==> src/rtl/cdf_controller.sv <==
// Sequencing FSM for cdf_datapath. A single start pulse walks the whole
// histogram eight bins at a time: each iteration issues the reads, waits
// out the memory latency, then strobes the two CDF word writes. A final
// cdf_done step and a one-cycle done pulse close the pass. abort returns
// the block to IDLE from any active state without pulsing done.
module cdf_controller #(
    parameter int NUM_BINS    = 256,
    parameter int WAIT_CYCLES = 2,
    localparam int NITER      = NUM_BINS / 8,
    localparam int ITER_W     = (NITER > 1) ? $clog2(NITER) : 1
) (
    input  logic              clk,
    input  logic              reset,
    input  logic              start,
    input  logic              abort,
    output logic              read_first_value,
    output logic              scratch_mem_read_ready,
    output logic              cdf_computation_done,
    output logic              read_next_value,
    output logic              cdf_done,
    output logic              busy,
    output logic              done,
    output logic [ITER_W-1:0] iter_count
);

    typedef enum logic [3:0] {
        ST_IDLE,
        ST_INIT,
        ST_WAIT,
        ST_COMPUTE,
        ST_WRITE_LO,
        ST_WRITE_HI,
        ST_ADVANCE,
        ST_FINAL,
        ST_DONE
    } state_t;

    localparam logic [3:0]        WAIT_LOAD = 4'(WAIT_CYCLES - 1);
    localparam logic [ITER_W-1:0] LAST_ITER = ITER_W'(NITER - 1);

    state_t            state_q, state_d;
    logic [3:0]        wait_cnt_q, wait_cnt_d;
    logic [ITER_W-1:0] iter_q, iter_d;

    logic rfv_q, rfv_d;
    logic smrr_q, smrr_d;
    logic ccd_q, ccd_d;
    logic rnv_q, rnv_d;
    logic cdfd_q, cdfd_d;
    logic busy_q, busy_d;
    logic done_q, done_d;

    // Next state, wait countdown and iteration index; abort overrides everything once active.
    always_comb begin
        state_d    = state_q;
        wait_cnt_d = wait_cnt_q;
        iter_d     = iter_q;
        if (state_q != ST_IDLE && abort) begin
            state_d    = ST_IDLE;
            wait_cnt_d = 4'd0;
            iter_d     = '0;
        end else begin
            case (state_q)
                ST_IDLE: begin
                    if (start && !abort) begin
                        state_d = ST_INIT;
                        iter_d  = '0;
                    end
                end
                ST_INIT: begin
                    state_d    = ST_WAIT;
                    wait_cnt_d = WAIT_LOAD;
                    iter_d     = '0;
                end
                ST_WAIT: begin
                    if (wait_cnt_q == 4'd0) begin
                        state_d = ST_COMPUTE;
                    end else begin
                        wait_cnt_d = wait_cnt_q - 4'd1;
                    end
                end
                ST_COMPUTE:  state_d = ST_WRITE_LO;
                ST_WRITE_LO: state_d = ST_WRITE_HI;
                ST_WRITE_HI: begin
                    if (iter_q == LAST_ITER) begin
                        state_d = ST_FINAL;
                    end else begin
                        state_d = ST_ADVANCE;
                    end
                end
                ST_ADVANCE: begin
                    state_d    = ST_WAIT;
                    wait_cnt_d = WAIT_LOAD;
                    iter_d     = iter_q + ITER_W'(1);
                end
                ST_FINAL: state_d = ST_DONE;
                ST_DONE: begin
                    state_d = ST_IDLE;
                    iter_d  = '0;
                end
                default: begin
                    state_d    = ST_IDLE;
                    wait_cnt_d = 4'd0;
                    iter_d     = '0;
                end
            endcase
        end
    end

    // Moore decode of the upcoming state so every output comes straight from a flop.
    always_comb begin
        rfv_d  = (state_d == ST_INIT);
        smrr_d = (state_d == ST_COMPUTE);
        ccd_d  = (state_d == ST_WRITE_LO);
        rnv_d  = (state_d == ST_WRITE_HI);
        cdfd_d = (state_d == ST_FINAL);
        busy_d = (state_d != ST_IDLE);
        done_d = (state_d == ST_DONE);
    end

    // State, counters and output flops; reset drops everything immediately.
    always_ff @(posedge clk or negedge reset) begin
        if (!reset) begin
            state_q    <= ST_IDLE;
            wait_cnt_q <= 4'd0;
            iter_q     <= '0;
            rfv_q      <= 1'b0;
            smrr_q     <= 1'b0;
            ccd_q      <= 1'b0;
            rnv_q      <= 1'b0;
            cdfd_q     <= 1'b0;
            busy_q     <= 1'b0;
            done_q     <= 1'b0;
        end else begin
            state_q    <= state_d;
            wait_cnt_q <= wait_cnt_d;
            iter_q     <= iter_d;
            rfv_q      <= rfv_d;
            smrr_q     <= smrr_d;
            ccd_q      <= ccd_d;
            rnv_q      <= rnv_d;
            cdfd_q     <= cdfd_d;
            busy_q     <= busy_d;
            done_q     <= done_d;
        end
    end

    assign read_first_value       = rfv_q;
    assign scratch_mem_read_ready = smrr_q;
    assign cdf_computation_done   = ccd_q;
    assign read_next_value        = rnv_q;
    assign cdf_done               = cdfd_q;
    assign busy                   = busy_q;
    assign done                   = done_q;
    assign iter_count             = iter_q;

endmodule

==> config.mk <==
export PLATFORM = sky130hd
export DESIGN_NAME = cdf_controller
export DESIGN_NICKNAME = d
export VERILOG_FILES = /design/src/rtl/cdf_controller.sv
export SDC_FILE = /design/constraint.sdc
export NUM_CORES = 1
export LEC_CHECK = 0
export CORE_ASPECT_RATIO = 0.8
export CORE_UTILIZATION = 52
export DETAILED_ROUTE_END_ITERATION = 7
export PLACE_DENSITY_LB_ADDON = 0.05
export SYNTH_ARGS = -nofsm -noshare
export SYNTH_HDL_FRONTEND = slang
export SYNTH_SLANG_ARGS = --single-unit
==> constraint.sdc <==
create_clock -name clk -period 1.9 [get_ports clk]
set_clock_uncertainty 0.05 [all_clocks]
set_input_delay 0.285 -clock clk [delete_from_list [all_inputs] [get_ports clk]]
set_output_delay 0.285 -clock clk [all_outputs]
set_load 0.03 [all_outputs]
==> impl_metrics.ini <==
[grt]
use_met3_pct = 7.17
antenna_found_initial = 0
grt.busiest_layer = met2
grt_max_degree = 21
grt-ovfl-total = 0
grt_pass1_vias = 850
grt_pass1_wl_um = 3860
use_met2_pct = 35.2
met1_usage_pct = 34.5
grt_usage_pct = 24.0

[layout]
num_antenna_cells = 0
fill_cells = 160
fin_cells = 157
drive_above_1_share_pct = 18.0
synthToLayoutAreaGrowth_pct = 26.4
multi_input_area_um2 = 542
seq_area_um2 = 500
final_cell_mix = dfrtp_1 (20), clkdlybuf4s50_1 (15), buf_4 (12)
finalNetCount = 142
final_common_cell = dfrtp_1

[place]
gp_congestion = 0.834
hpwl_um = 1770
place_inst = 153
io_buffers = 15

[cts]
cts_made_buffers = 3
cts_tree = yes
ctsLongestPathBuffers = 2
clk-insertion-delay-late_ns = 0.30
cts_root_buf = clkbuf_4
ctsHtreeMaxLevel = 1
clkSinkCount = 20
path_clk_slew_ns = 0.11

[drt]
routed-via-count = 900
drt-total-wl_um = 2330
first_pass_iters = 5
route.detailed.drc = 0
via_per_inst = 5.73
drtAntennaViolNets = 0
wl_per_cell_um = 14.8
first_iter_violations = 24

[status]
status = completed

[synth]
synth_area_mm2 = 0.00108
seq_area_frac_synth_pct = 46.1
async_flop_share_pct = 100
synth_edf_count = 0
synth_flop_cell = dfrtp_1
syn-num-nets = 115
syn_area_per_cell_um2 = 10.1
syn-instance-count = 107
synth_cell_type_count = 41
synth-seq-cells = 20
ys.warnings.count = 0

[worst_setup_path]
cp_cell_sequence = inv_1, ha_1, nor4b_4, or4_1, or3_1, o211ai_1
critPathLaunchType = register
critPathSlowestCell = dfrtp_1
path_class = register to register
critPathRequiredTime_ns = 2.06
critical_path_peak_fanout = 4
critPathMaxStageDelay_ns = 0.41
r2r_cells = 6
cp.arrival_ns = 1.95
worst_setup_path_end_kind = register

[sta]
tightest_slew_ns = 0.459
timing.fmax_ghz = 0.558
relSlewSlack_pct = 69.3
maxSlewViolCount = 0
setup_viol = 0
rsz0062_at_grt = false
post-route-period-util_pct = 94.3
timing.setup.tns_ns = 0
post-route-min-period_ns = 1.79
hold_viol_final = 0

[floorplanning]
fp.dieArea_mm2 = 0.00227
initial_utilization_pct = 56.3
die_y_um = 42.9
io_pins = 16
die_w_um = 53.1
coreArea_mm2 = 0.00193
core.rowCount = 14

[pwr]
clockPowerShare_pct = 15.2
pwr-share-seq_pct = 38.8
power.total_mw = 1.57
cellPowerDensity_mw_per_mm2 = 1140
p_comb_share_pct = 46.0
switchingPower_mw = 0.606
leakagePower_nw = 0.603
peakVddDrop_mv = 0.709
swShare_pct = 38.6
p_int_mw = 0.963

[flow_run]
max-cap-violations = 0

[worst_hold_path]
hold_path_class = input port to async pin
## power groups by stage
stage	Clock [mW]	Sequential, mW	Combinational [mW]
after detailed placement	0	0.608	0.694
final	0.239	0.609	0.721
after CTS	0.248	0.601	0.697
after floorplan	0	0.594	0.474
after global placement	0	0.605	0.675
after global routing	0.274	0.621	0.786
## stage by stage
step / util, % / instance area (um2) / hold slack (ns) / setup WS (ns)
final: 71.2 / 1370 / 0.257 / 0.109
after global routing: 71.2 / 1370 / 0.269 / 0.0153
after CTS: 70.7 / 1360 / 0.263 / 0.0855
after detailed placement: 68.8 / 1330 / 0.450 / -0.0627
after global placement: 68.8 / 1330 / 0.442 / 0.0168
after floorplan: - / 1080 / -0.0606 / 0.0151
## cell type report
type | count | area share [%]
Tap cell | 24 | 2.19
Timing Repair Buffer | 27 | 17.5
Inverter | 6 | 1.64
Clock buffer | 4 | 2.65
Sequential cell | 20 | 36.5
Multi-Input combinational cell | 76 | 39.5
## cells in the mapped netlist, types with 2 or more instances
cell / number / area [um2]
a21oi_1: 2 / 10.0
o21ai_1: 5 / 25.0
nor3b_1: 3 / 22.5
o21a_1: 3 / 22.5
nor2b_1: 4 / 25.0
nand3_1: 2 / 10.0
nor2_1: 7 / 26.3
or3_1: 3 / 18.8
dfrtp_1: 20 / 500
a31oi_1: 2 / 12.5
ha_1: 4 / 50.1
buf_2: 2 / 10.0
nand2b_1: 4 / 25.0
o21ai_0: 3 / 15.0
inv_1: 6 / 22.5
nand2_1: 8 / 30.0
o31ai_1: 2 / 15.0
clkbuf_1: 2 / 7.51
nor3_1: 2 / 10.0
and3_1: 2 / 12.5
## metal layers
| metal | vias up | part of all wire [%] |
|---|---|---|
| met5 | - | 0 |
| met4 | 0 | 0.56 |
| li1 | 439 | - |
| met2 | 33 | 44 |
| met3 | 2 | 7.4 |
| met1 | 426 | 48 |
## state kept, by name (all words and copies together) (netlist names)
name                    count
busy                        1
cdf_computation_done        1
cdf_done                    1
done                        1
iter_count                  5
read_first_value            1
read_next_value             1
scratch_mem_read_ready      1
state_q                     4
wait_cnt_q                  4
## worst max-delay path, delay by kind of cell (launching register included)
kind / cells / cell delay (ns)
AND/OR/NAND/NOR: 3 / 0.87
flip-flops: 1 / 0.41
adder cells (fa/ha/maj): 1 / 0.21
AO/OA/AOI/OAI: 1 / 0.10
buffers and inverters: 1 / 0.08
## kinds of logic (layout without fill, tap and decap cells)
group | after synthesis | count (layout) | synth area share, %
flops | 20 | 20 | 46.1
buf+inv | 11 | 37 | 4.73
compound gates | 29 | 29 | 19.7
fa+ha+maj | 5 | 5 | 5.65
simple gates | 42 | 42 | 23.8
## path summary, 6_finish.rpt
path	startpoint	endpoint	slack, ns
min in group clk	iter_count[3]$_DFFE_PN0P_	iter_count[3]$_DFFE_PN0P_	0.48
worst min-delay path	reset	cdf_computation_done$_DFF_PN0_	0.26
worst min register to register	iter_count[3]$_DFFE_PN0P_	iter_count[3]$_DFFE_PN0P_	0.48
worst max-delay path	wait_cnt_q[1]$_DFFE_PN0P_	wait_cnt_q[3]$_DFFE_PN0P_	0.11
worst max register to register	wait_cnt_q[1]$_DFFE_PN0P_	wait_cnt_q[3]$_DFFE_PN0P_	0.11
max in group asynchronous	reset	done$_DFF_PN0_	1.32
## repair_timing
action	4_1_cts	5_1_grt
setup buffers	0	0
resized for setup	0	1
hold buffers	0	0
setup endpoints to repair	0	2
Note: power is estimated with default switching activity, not from simulation.
